File: config.mk
export PLATFORM = sky130hd
export DESIGN_NAME = sound_envelope
export DESIGN_NICKNAME = d
export VERILOG_FILES = /design/src/rtl/sound_envelope.sv
export SDC_FILE = /design/constraint.sdc
export NUM_CORES = 1
export LEC_CHECK = 0
export BUFFER_PORTS_ARGS = -buffer_cell sky130_fd_sc_hd__clkbuf_2
export CORE_MARGIN = 5
export CORE_UTILIZATION = 51
export CTS_CLUSTER_DIAMETER = 150
export CTS_CLUSTER_SIZE = 24
export DETAILED_ROUTE_END_ITERATION = 16
export GPL_ROUTABILITY_DRIVEN = 0
export PLACE_DENSITY = 0.76
export RECOVER_POWER = 25
export SETUP_SLACK_MARGIN = 0.4
export SLEW_MARGIN = 20
export SYNTH_ARGS = -nofsm -noshare
export SYNTH_HDL_FRONTEND = slang
export SYNTH_SLANG_ARGS = --single-unit
File: constraint.sdc
create_clock -name clock -period 1.79 [get_ports clock]
set_input_delay 0 -clock clock [delete_from_list [all_inputs] [get_ports clock]]
set_output_delay 0 -clock clock [all_outputs]
set_load 0.01 [all_outputs]
File: src/rtl/sound_envelope.sv
// Volume envelope generator stepped by a 64 Hz tick derived from clock_64.
// Build macro SOUND_ENV_SYNC_EN: adds SYNC_STAGES synchronizer flops on clock_64.
module sound_envelope #(
   parameter int SYNC_STAGES = 2
) (
   input  logic       clock,
   input  logic       reset,
   input  logic       clock_64,
   input  logic       trigger,
   input  logic [3:0] init_volume,
   input  logic       env_dir,
   input  logic [2:0] env_period,
   output logic [3:0] volume,
   output logic       env_active,
   output logic       env_tick
);

`ifdef SOUND_ENV_SYNC_EN
   localparam int STAGES = SYNC_STAGES;
`else
   // clock_64 is treated as synchronous: one sampling register only
   localparam int STAGES = 1;
`endif

   logic [STAGES-1:0] sync_q;
   logic              prev_q;
   logic              dir_q;
   logic [2:0]        period_q;
   logic [2:0]        count_q;

   logic [3:0] volume_n;
   logic       active_n;
   logic       dir_n;
   logic [2:0] period_n;
   logic [2:0] count_n;
   logic       at_limit;

   always_ff @(posedge clock or negedge reset) begin
      if (!reset) begin
         sync_q   <= '0;
         prev_q   <= 1'b0;
         env_tick <= 1'b0;
      end else begin
         sync_q[0] <= clock_64;
         for (int i = 1; i < STAGES; i++) sync_q[i] <= sync_q[i-1];
         prev_q   <= sync_q[STAGES-1];
         env_tick <= sync_q[STAGES-1] & ~prev_q;
      end
   end

   assign at_limit = dir_q ? (volume == 4'hF) : (volume == 4'h0);

   // Trigger wins over a coincident tick; the tick is simply lost.
   always_comb begin
      volume_n = volume;
      active_n = env_active;
      dir_n    = dir_q;
      period_n = period_q;
      count_n  = count_q;
      if (trigger) begin
         volume_n = init_volume;
         dir_n    = env_dir;
         period_n = env_period;
         count_n  = env_period;
         active_n = (env_period != 3'd0);
      end else if (env_tick && env_active) begin
         if (count_q > 3'd1) begin
            count_n = count_q - 3'd1;
         end else begin
            count_n = period_q;
            if (at_limit) active_n = 1'b0;
            else if (dir_q) volume_n = volume + 4'd1;
            else volume_n = volume - 4'd1;
         end
      end
   end

   always_ff @(posedge clock or negedge reset) begin
      if (!reset) begin
         volume     <= 4'd0;
         env_active <= 1'b0;
         dir_q      <= 1'b0;
         period_q   <= 3'd0;
         count_q    <= 3'd0;
      end else begin
         volume     <= volume_n;
         env_active <= active_n;
         dir_q      <= dir_n;
         period_q   <= period_n;
         count_q    <= count_n;
      end
   end

endmodule

==> impl_metrics.json <==
{
  "min_from": "trigger",
  "comb_power_share": 0.289,
  "synth_cell_types": 27,
  "worstSkewPairLatency_ps": 290,
  "power_frac_clock": 0.234,
  "dr.pass1.iters": 4,
  "crit_arrival_ps": 1880,
  "holdPathEnd": "volume[2]$_DFFE_PN0P_",
  "cts_buffers": 3,
  "htreeDepth": 1,
  "sequentialPowerShare": 0.477,
  "period_needed_ps": 1670,
  "drc_errors": 0,
  "syn_to_final_growth_pct": 41.2,
  "holdPathStages": 3,
  "yosysTopAreaCell": "dfrtp_1",
  "maxCapViolCount": 0,
  "fp-row-count": 14,
  "synth_most_common_cell": "dfrtp_1",
  "grt_use_total": 0.160,
  "cts_tree": "built",
  "io_buffers": 17,
  "path_delay_family": "simple AND/OR/NAND/NOR gates",
  "cellPowerDensity_nw_per_um2": 745,
  "ant_nets": 0,
  "ys_seq_area_frac": 0.468,
  "internal_power_w": 0.000585,
  "n_fill_cell": 103,
  "antenna_found_initial": 0,
  "grt_pass1_vias": 733,
  "ys_warn_count": 0,
  "wl_um": 1820,
  "grt_overflow": 0,
  "cp-end-kind": "flop",
  "avgRoutedWirePerCell_um": 13.6,
  "p_sw_w": 0.000258,
  "cts-root-buf": "clkbuf_4",
  "synthTopCellsByCount": "15 x dfrtp_1, 8 x nand2_1, 8 x o21ai_0, 6 x inv_1, 5 x mux2i_1",
  "syn_inst": 78,
  "fin_setup_tns_ps": 0,
  "synth_area_per_cell_um2": 10.3,
  "viasPerCell": 5.28,
  "max_stage_delay_ps": 400,
  "start_kind": "flop",
  "grt_max_degree": 18,
  "worstReg2RegStart": "dir_q$_DFFE_PN0P_",
  "cts.sinks": 15,
  "reg2reg_to": "volume[3]$_DFFE_PN0P_",
  "synthArstFlopShare": 1.00,
  "worst_path_max_delay_cell": "dfrtp_1",
  "fin_skew_ps": 9.05,
  "vias": 708,
  "path_cells": "buf_4, and4_1, mux2i_1, nand4_1, or3_1, a31oi_1",
  "synth_fp_nets": 95,
  "finalCritPeriodShare": 0.934,
  "synth.top_cells.by_area": "dfrtp_1 47%, ha_1 6.2%, mux2i_1 6.2%",
  "status": "finished, final reports clean",
  "synth_ff_type": "dfrtp_1",
  "worstPathMaxFanout": 3,
  "max_freq_mhz": 598,
  "slew_viol_final": 0,
  "die_x_um": 49.7,
  "syn-cell-area_um2": 802,
  "dieHeight_um": 49.7,
  "coreArea_um2": 1510,
  "ys_ff_latch": 15,
  "critical_path_class": "reg2reg",
  "initial_utilization": 0.532,
  "dp_hpwl_um": 1140,
  "drtIter0Drc": 11,
  "synth_top_area_frac": 0.468,
  "path_buf_inv": 1,
  "synth_edf_count": 0,
  "cts_buffer_depth": 2,
  "required_ps": 2000,
  "clk_pin_slew_ps": 90,
  "post-route-util": 0.752,
  "ios": 18,
  "rrSetupSlack_ps": 120,
  "rsz0062_at_grt": "yes",
  "hold_viol_final": 0,
  "leakage_nw": 0.544,
  "drive_gt1_frac": 0.356,
  "swShare": 0.306,
  "worstHoldPathType": "in2reg",
  "ir_drop_mv": 0.578,
  "grt_pass1_wl_um": 3180,
  "setup_viol": 0,
  "max_slew_margin": 0.448,
  "dieArea_um2": 2470,
  "worstMarginPinSlew_ps": 829,
  "reg2regPathDepth": 6,
  "diodes": 0,
  "nets": 136
}
==> tightest hold or removal path, delay by kind of cell <==
family	cells	cell delay, ps
simple gates	1	110
buf+inv	1	220
compound gates	1	50
==> through the flow <==
stage,hold slack [ps],instance area (um^2),instances,setup WS (ps),power [W]
2_1_floorplan,-296,812,78,191,0.000524
3_3_place_gp,-70.9,910,109,128,0.000576
3_5_place_dp,-63.3,910,109,93.1,0.000582
4_1_cts,134,1100,131,168,0.000824
5_1_grt,167,1130,134,7.22,0.000905
6_report,137,1130,134,117,0.000843
==> registers in the layout (all words and copies together) (netlist names) <==
register,cells
count_q,3
dir_q,1
env_active,1
env_tick,1
period_q,3
prev_q,1
sync_q,1
volume,4
==> routing by layer <==
layer | up-vias | share of wire | global-route usage
met5 | - | 0 | 0
met4 | 0 | 0 | 0.0349
met3 | 0 | 0.043 | 0.0422
met2 | 18 | 0.47 | 0.244
met1 | 330 | 0.48 | 0.226
li1 | 360 | - | -
==> power groups by stage <==
stage | Combinational (W) | Sequential (W) | Clock (W)
finish | 0.000243 | 0.000403 | 0.000197
global route | 0.000274 | 0.000410 | 0.000221
CTS | 0.000226 | 0.000400 | 0.000198
detailed placement | 0.000169 | 0.000413 | 0
global placement | 0.000164 | 0.000412 | 0
floorplan | 0.000112 | 0.000411 | 0
==> final cells by class <==
class                      count  area, um^2  share of cell area
clock inverter                 1        5.00             0.00442
multi-input combinational     55         419               0.370
sequential                    15         377               0.333
tap                           16        20.0              0.0177
inverter                       6        22.5              0.0199
timing repair buffer          38         267               0.235
clock buffer                   3        22.5              0.0199
==> worst max path at each step <==
stage                                 startpoint                     to  cells past startpoint
after floorplan                dir_q$_DFFE_PN0P_  volume[3]$_DFFE_PN0P_                      7
after global placement         dir_q$_DFFE_PN0P_  volume[3]$_DFFE_PN0P_                      7
after detailed placement       dir_q$_DFFE_PN0P_  volume[3]$_DFFE_PN0P_                      7
after CTS                 count_q[1]$_DFFE_PN0P_  volume[3]$_DFFE_PN0P_                      7
after global routing       volume[0]$_DFFE_PN0P_  volume[3]$_DFFE_PN0P_                      5
final                          dir_q$_DFFE_PN0P_  volume[3]$_DFFE_PN0P_                      6
==> cells by family (layout without fill, tap and decap cells) <==
kind of cell	count (synthesis)	after routing	synth area share
simple gates	22	22	0.147
mux	7	7	0.0905
compound gates	18	18	0.137
fa+ha+maj	5	5	0.0874
buf+inv	8	48	0.0374
xor+xnor	3	3	0.0328
flops	15	15	0.468
==> repair_timing <==
| item | CTS | global route |
|---|---|---|
| endpoints found under the hold margin | 27 | 0 |
| resized for setup | 3 | 1 |
| buffers inserted | 8 | 3 |
| hold buffers | 10 | 0 |
| endpoints found under the setup margin | 7 | 8 |
| pin swaps | 3 | 1 |
==> placed cells by master, fill, tap and decap left out, types with 3 or more instances in the layout <==
cell type / synthesis / layout
buf_4: 0 / 11
mux2i_1: 5 / 5
inv_1: 6 / 4
dfrtp_1: 15 / 14
ha_1: 4 / 3
o21ai_0: 8 / 6
dlygate4sd3_1: 0 / 10
nand2_1: 8 / 8
clkbuf_4: 0 / 3
clkbuf_2: 0 / 16
Note: power is estimated with default switching activity, not from simulation.
